===== config.mk =====
export PLATFORM = sky130hd
export DESIGN_NAME = blink_sequencer
export DESIGN_NICKNAME = d
export VERILOG_FILES = /design/src/rtl/blink_pkg.sv /design/src/rtl/blink_channel.sv /design/src/rtl/blink_sequencer.sv
export SDC_FILE = /design/constraint.sdc
export NUM_CORES = 1
export LEC_CHECK = 0
export ABC_AREA = 1
export CAP_MARGIN = 10
export CORE_AREA = 3 3 189 191
export DETAILED_ROUTE_END_ITERATION = 10
export DIE_AREA = 0 0 192 194
export PLACE_DENSITY = 0.38
export SLEW_MARGIN = 20
export SYNTH_ARGS = -nofsm -noshare
export SYNTH_HDL_FRONTEND = slang
export SYNTH_HIERARCHICAL = 1
export SYNTH_SLANG_ARGS = --single-unit

===== constraint.sdc =====
create_clock -name hwclk -period 5 [get_ports hwclk]
set_input_delay 0.75 -clock hwclk [delete_from_list [all_inputs] [get_ports hwclk]]
set_output_delay 0.75 -clock hwclk [all_outputs]
set_load 0.01 [all_outputs]

===== src/rtl/blink_pkg.sv =====
// Shared blink engine types: pattern codes, phase table, channel states.
// Table entries are in 0.1 s units; count 0 means the train never ends.
package blink_pkg;

  localparam int UNIT_W = 4;

  typedef enum logic [1:0] {
    PAT_ERROR     = 2'd0,
    PAT_SUCCESS   = 2'd1,
    PAT_WARN      = 2'd2,
    PAT_HEARTBEAT = 2'd3
  } pat_e;

  typedef enum logic [1:0] {
    ST_IDLE = 2'd0,
    ST_ON   = 2'd1,
    ST_OFF  = 2'd2,
    ST_DONE = 2'd3
  } state_e;

  typedef struct packed {
    logic [UNIT_W-1:0] on;
    logic [UNIT_W-1:0] off;
    logic [UNIT_W-1:0] count;
  } pat_cfg_t;

  function automatic pat_cfg_t pat_cfg(pat_e p);
    pat_cfg = '{on: 4'd1, off: 4'd9, count: 4'd0};
    unique case (p)
      PAT_ERROR:     pat_cfg = '{on: 4'd5, off: 4'd10, count: 4'd3};
      PAT_SUCCESS:   pat_cfg = '{on: 4'd2, off: 4'd2,  count: 4'd5};
      PAT_WARN:      pat_cfg = '{on: 4'd1, off: 4'd1,  count: 4'd10};
      PAT_HEARTBEAT: pat_cfg = '{on: 4'd1, off: 4'd9,  count: 4'd0};
      default:       pat_cfg = '{on: 4'd1, off: 4'd9,  count: 4'd0};
    endcase
  endfunction

endpackage


===== src/rtl/blink_channel.sv =====
// One LED channel: start edge detect, IDLE/ON/OFF/DONE FSM, phase counters.
// Ports: hwclk, rst_n, start, pattern, abort in; lit, busy, done out.
module blink_channel
  import blink_pkg::*;
#(
  parameter int TICK_CYC  = 1200000,
  parameter bit RETRIGGER = 1'b0
) (
  input  logic       hwclk,
  input  logic       rst_n,
  input  logic       start,
  input  logic [1:0] pattern,
  input  logic       abort,
  output logic       lit,
  output logic       busy,
  output logic       done
);

  localparam int CYC_W = (TICK_CYC > 1) ? $clog2(TICK_CYC) : 1;
  localparam logic [CYC_W-1:0] CYC_LAST = CYC_W'(TICK_CYC - 1);

  state_e            state_q, state_d;
  logic [CYC_W-1:0]  cyc_q, cyc_d;
  logic [UNIT_W-1:0] unit_q, unit_d;
  logic [UNIT_W-1:0] blink_q, blink_d;
  pat_e              pat_q, pat_d;
  logic              start_q;

  pat_cfg_t cfg;
  logic     tick_end;
  logic     running;
  logic     go;

  always_ff @(posedge hwclk) begin
    if (!rst_n) begin
      state_q <= ST_IDLE;
      cyc_q   <= '0;
      unit_q  <= '0;
      blink_q <= '0;
      pat_q   <= PAT_ERROR;
      // held-high start through reset must not look like an edge
      start_q <= 1'b1;
    end else begin
      state_q <= state_d;
      cyc_q   <= cyc_d;
      unit_q  <= unit_d;
      blink_q <= blink_d;
      pat_q   <= pat_d;
      start_q <= start;
    end
  end

  always_comb begin
    cfg      = pat_cfg(pat_q);
    tick_end = (cyc_q == CYC_LAST);
    running  = (state_q == ST_ON) || (state_q == ST_OFF);
    go       = start && !start_q && (!running || RETRIGGER);
    state_d  = state_q;
    cyc_d    = cyc_q;
    unit_d   = unit_q;
    blink_d  = blink_q;
    pat_d    = pat_q;
    if (abort) begin
      state_d = ST_IDLE;
      cyc_d   = '0;
      unit_d  = '0;
      blink_d = '0;
    end else if (go) begin
      state_d = ST_ON;
      cyc_d   = '0;
      unit_d  = '0;
      blink_d = '0;
      pat_d   = pat_e'(pattern);
    end else begin
      unique case (state_q)
        ST_IDLE: ;
        ST_ON: begin
          cyc_d = cyc_q + 1'b1;
          if (tick_end) begin
            cyc_d  = '0;
            unit_d = unit_q + 1'b1;
            if (unit_q == cfg.on - 4'd1) begin
              unit_d  = '0;
              state_d = ST_OFF;
              // saturate so an endless train never aliases a count
              if (blink_q != '1)
                blink_d = blink_q + 1'b1;
            end
          end
        end
        ST_OFF: begin
          cyc_d = cyc_q + 1'b1;
          if (tick_end) begin
            cyc_d  = '0;
            unit_d = unit_q + 1'b1;
            if (unit_q == cfg.off - 4'd1) begin
              unit_d = '0;
              if (cfg.count != '0 && blink_q == cfg.count) begin
                state_d = ST_DONE;
                blink_d = '0;
              end else begin
                state_d = ST_ON;
              end
            end
          end
        end
        ST_DONE: state_d = ST_IDLE;
        default: state_d = ST_IDLE;
      endcase
    end
  end

  assign lit  = (state_q == ST_ON);
  assign busy = running;
  assign done = (state_q == ST_DONE);

endmodule


===== src/rtl/blink_sequencer.sv =====
// Multi-channel LED blink engine: NUM_CH independent table-driven channels.
// Ports: hwclk, rst_n, start_i, pattern_i, abort_i in; led_o, busy_o, done_o out.
module blink_sequencer #(
  parameter int NUM_CH      = 4,
  parameter int CLK_HZ      = 12000000,
  parameter bit LED_ACT_LOW = 1'b0,
  parameter bit RETRIGGER   = 1'b0
) (
  input  logic                hwclk,
  input  logic                rst_n,
  input  logic [NUM_CH-1:0]   start_i,
  input  logic [2*NUM_CH-1:0] pattern_i,
  input  logic [NUM_CH-1:0]   abort_i,
  output logic [NUM_CH-1:0]   led_o,
  output logic [NUM_CH-1:0]   busy_o,
  output logic [NUM_CH-1:0]   done_o
);

  localparam int TICK_CYC = (CLK_HZ / 10 > 0) ? CLK_HZ / 10 : 1;

  logic [NUM_CH-1:0] lit;

  for (genvar c = 0; c < NUM_CH; c++) begin : g_ch
    blink_channel #(
      .TICK_CYC  (TICK_CYC),
      .RETRIGGER (RETRIGGER)
    ) u_ch (
      .hwclk   (hwclk),
      .rst_n   (rst_n),
      .start   (start_i[c]),
      .pattern (pattern_i[2*c +: 2]),
      .abort   (abort_i[c]),
      .lit     (lit[c]),
      .busy    (busy_o[c]),
      .done    (done_o[c])
    );
  end

  assign led_o = LED_ACT_LOW ? ~lit : lit;

endmodule


# After elaboration in Yosys (flattened, before gate mapping)
# Cells that the tools add are included.
# word_totals
input_bits	18
latch_bits	0
reg_bits	136
mem_bits_ro	0
ram_bits	0
mem_count	0
# op_classes
n_bitwise	5
div	0
eq_ne	84
add_sub_neg	20
shifts	0
magnitude_cmp	0
n_reduce_logical	76
multipliers	0
n_mux	84
# op_table
op	n
$pmux 12 s4	4
$mux 4	40
$add 21x1->21 const B	4
$eq 21x21->1 const B	4
$mux 21	4
$pmux 4 s2	8
$eq 4x4->1	12
$mux 2	20
$ne 2x2->1 const B	20
$reduce_and 5->1	8
$add 4x1->4 const B	8
$eq 2x2->1 const B	16
$reduce_bool 4->1	8
$sub 4x1->4 const B	8
$reduce_and 7->1	4
$ne 3x3->1 const B	8
$pmux 2 s3	4
$eq 2x1->1 const B	8
$ne 4x4->1 const B	4
$reduce_or 2->1	8
$logic_and 1x1->1	12
$ne 3x1->1 const B	4
$ne 3x2->1 const B	4
$reduce_and 3->1	4
10 further kinds	45

# Logic depth before layout (Yosys ltp)
# logic_depth
word_depth	9
depth_mapped	17
mapped_depth_nobuf	17

# By module
# The synthesis kept the hierarchy.
# modules_own_cells
mod	area_each_um2	cells_each	n_inst
blink_channel	2138.3	319	4

# Least setup slack after synthesis
# No wires, ideal clock.
# synth_path
path_type	reg-to-reg
start	register g_ch[0].u_ch.pat_q[1]
end	register g_ch[0].u_ch.blink_q[0]
setup_slack_ps	3004
period_less_slack_ps	1996
stages_incl_launch_ff	17
arrival_time_ps	1934
setup_time_ps	62
required_time_ps	4938
n_path_buf	0
cell_sequence	dfxtp_1 > inv_1 > ha_1 > inv_1 > o21ai_0 > ha_1 > inv_1 > nand2_1 > nand2_1 > nor2_1 > nand2_1 > nand2_1 > nand2_2 > nor2_8 > and2_4 > nor2_1 > nor2_2
# synth_via
elab_chain_len	6
word_cells_on_any_way	16
# synth_rtl
item	line	rtl
start: declaration	blink_channel.sv:26	pat_e pat_q, pat_d;
start signal: assignment	blink_channel.sv:48	pat_q <= pat_d;
$eq 2x2->1 (tied with other cells)	blink_pkg.sv:29	unique case (p)
$pmux 12 s4 *	blink_pkg.sv:29	
$sub 4x1->4 (tied with other cells)	blink_channel.sv:82	if (unit_q == cfg.on - 4'd1) begin
$eq 4x4->1 (tied with other cells)	blink_channel.sv:82	
$ne 2x2->1 (no line)	-	
$reduce_and 7->1 (no line) *	-	
end signal: assignment	blink_channel.sv:47	blink_q <= blink_d;
end: declaration	blink_channel.sv:25	logic [UNIT_W-1:0] blink_q, blink_d;
# Mark *: on every way between the ends. The rest lies on a longest branch, timed or not. The select of a mux whose other input is x is not followed.
# A chain may end at the register's enable or synchronous reset.

# Worst setup path in the final report
# layout_path
start	register g_ch[3].u_ch.state_q[1]
end	output port busy_o[3]
# layout_via
elab_chain_len	2
word_cells_on_any_way	3
# layout_rtl
item	line	rtl
start: declaration	blink_channel.sv:22	state_e state_q, state_d;
start signal: assignment	blink_channel.sv:44	state_q <= state_d;
$eq 2x1->1 / $eq 2x2->1 (equally long branches)	blink_channel.sv:56	running = (state_q == ST_ON) || (state_q == ST_OFF);
$logic_or 1x1->1 *	blink_channel.sv:56	
end: declaration	blink_sequencer.sv:15	output logic [NUM_CH-1:0] busy_o,
# Mark *: on every way between the ends. The rest lies on a longest branch, timed or not.

==> impl_metrics.toml <==
[placement]
port_buffers = 29
gp_congestion = 0.749
dp_cells = 1754
dp_hpwl_um = 15900
dp_slack_ns = 1.83

[floorplan]
die_y_um = 194
io_pins = 30
die-area_mm2 = 0.0372
initial_utilization_pct = 24.9
rows = 68
fp.coreArea_mm2 = 0.0343
fp.dieW_um = 192

[pwr]
p_leak_nw = 3.80
power_density_mw_per_mm2 = 255
vdd_drop_max_mv = 0.229

[sta]
period_share_pct = 57.5
fin_crit_ns = 2.88
setup_ws_ns = 2.12
hold_viol_final = 0
hold_ws_ns = 0.492
clock_skew_ns = 0.00845
slew_headroom_pct = 38.6
rsz0062_at_grt = "no"
final.setup.tns_ns = 0
worst_slew_pin_slew_ns = 0.918
finalSetupViolCount = 0
maxSlewViolCount = 0
max_freq_mhz = 348

[worst_setup_path]
cp_top_family = "buffers and inverters"
startpoint_type = "register"
arrival_ns = 2.13
worstPathCellList = "inv_1 > ha_1 > clkdlybuf4s50_1"
crit_buf_inv = 2
cp-end-kind = "output pin"
path_max_fanout = 10
worst-endpoint-required_ns = 4.25
slowest_delay_ns = 0.63
slowest_stage = "clkdlybuf4s50_1"
path_class = "register to output pin"

[detailed_routing]
num_vias = 7484
ant_nets = 0
wl_um = 20600
route.detailed.drc = 0
detailedRoute.firstIterationViolations = 328
drt_pass1_iterations = 6
wl_per_cell_um = 11.5
avgViaCountPerCell = 4.19

[cts]
cts_tree = "built"
root_buffer = "clkbuf_16"
clk-insertion-delay-late_ns = 0.43
cts_resized = 0
cts_sinks = 136
clockBufferDepth = 2
cts_setup_buffers = 0
hold_buffers = 0
h-tree-depth = 4
cts_buffers = 17
clk_pin_slew_ns = 0.07

[layout]
fin_cells = 1786
fillers = 3819
synthToLayoutAreaGrowth_pct = 16.4
fin_util_pct = 29.0
drive_above_1_share_pct = 13.1
nets = 1392
n_antenna_cell = 0

[global_routing]
grt_max_degree = 17
grt_pass1_wl_um = 35400
grt_pass1_vias = 7283
grt_antenna_before_repair = 0
grt_overflow_total = 0
grt.total_usage_pct = 11.6

[min_path]
hold_class = "register to register"

[synth]
yosys_warnings = 6
synth_nets = 1350
ys_seq_area_share_pct = 31.8
synthDistinctLibCells = 35
synth_flop_cell = "dfxtp_1"
ys_ff_latch = 136
synthCells = 1276
synth_edf_count = 0
syn-cell-area_mm2 = 0.00855
syn_area_per_cell_um2 = 6.70
async_flop_share_pct = 0

[flow_run]
max-cap-violations = 0

[outcome]
status = "complete, no violations"
## metal layers
layer	vias to the layer above	track usage, %	share of wire [%]
met4	0	2.64	0.89
met1	3318	15.6	51
met2	47	19.0	45
met3	10	2.68	2.8
li1	4109	-	-
met5	-	0	0
## placed cells by master, fill, tap and decap left out, types with 7 or more instances in the layout
cell type	n
nand3_1	80
nand2_2	16
nor3_1	36
nand3_2	8
ha_1	56
or2_2	8
o21ai_1	8
xor2_1	32
nor3b_1	8
nor2_1	184
inv_6	7
inv_2	40
inv_1	140
dfxtp_1	136
a21oi_1	56
o21ai_0	48
clkdlybuf4s50_1	29
nor2_2	28
nor3_2	8
nand2_1	316
clkbuf_16	17
## worst reg2reg max path: cells and delay by family (launching register included)
| family | cells | cell delay [ns] |
|---|---|---|
| buf+inv | 3 | 0.26 |
| fa+ha+maj | 2 | 0.56 |
| flops | 1 | 0.41 |
| compound gates | 2 | 0.50 |
| simple gates | 7 | 0.55 |
## final timing paths
path,endpoint,slack (ns),depth (start not counted),start
worst min-delay path,g_ch[3].u_ch/cyc_q[11]$_SDFFE_PP0P_,0.49,2,g_ch[3].u_ch/cyc_q[11]$_SDFFE_PP0P_
worst max register to register,g_ch[0].u_ch/unit_q[2]$_SDFFE_PP0P_,2.59,14,g_ch[0].u_ch/pat_q[1]$_SDFFE_PN0P_
worst max-delay path,busy_o[3],2.12,3,g_ch[3].u_ch/state_q[1]$_SDFFE_PP0P_
worst min register to register,g_ch[3].u_ch/cyc_q[11]$_SDFFE_PP0P_,0.49,2,g_ch[3].u_ch/cyc_q[11]$_SDFFE_PP0P_
## registers in the layout, summed over array words and instances (netlist names)
| register | cells |
|---|---|
| g_ch.u_ch/pat_q | 8 |
| g_ch.u_ch/cyc_q | 84 |
| g_ch.u_ch/blink_q | 16 |
| g_ch.u_ch/start_q | 4 |
| g_ch.u_ch/unit_q | 16 |
| g_ch.u_ch/state_q | 8 |
## cell families after synthesis
kind of cell,after synthesis,synth area share [%]
fa+ha+maj,56,8.19
compound gates,132,8.84
buf+inv,196,9.01
simple gates,720,38.4
flops,136,31.8
xor+xnor,36,3.69
## cell usage after synthesis (8+ instances only)
cell / instances / area (um^2)
nand2_1: 316 / 1190
nor2_1: 184 / 691
inv_1: 140 / 526
dfxtp_1: 136 / 2720
nand3_1: 80 / 400
a21oi_1: 56 / 280
ha_1: 56 / 701
o21ai_0: 48 / 240
inv_2: 40 / 150
nor3_1: 36 / 180
xor2_1: 32 / 280
nor2_2: 28 / 175
nand2_2: 16 / 100
nand3_2: 8 / 80.1
nor3_2: 8 / 80.1
nor3b_1: 8 / 60.1
o21ai_1: 8 / 40.0
or2_2: 8 / 50.1
## power by group
part           switching, mW  internal, mW
combinational          0.113        0.0647
clock                  0.558         0.706
sequential           0.00779          1.09
## cell type report
type / count / area, um^2 / area share (%)
Clock inverter: 15 / 156 / 1.57
Tap cell: 455 / 569 / 5.72
Sequential cell: 136 / 2720 / 27.3
Multi-Input combinational cell: 944 / 5060 / 50.8
Timing Repair Buffer: 31 / 305 / 3.07
Inverter: 188 / 721 / 7.24
Clock buffer: 17 / 425 / 4.27
## metrics by stage
step,instance area (um^2),power (mW)
after floorplan,8550,1.25
after global placement,9380,1.31
after detailed placement,9380,1.30
after CTS,9960,2.60
after global routing,9960,2.67
final,9960,2.54
No activity file was read; power rests on OpenSTA's default activity.
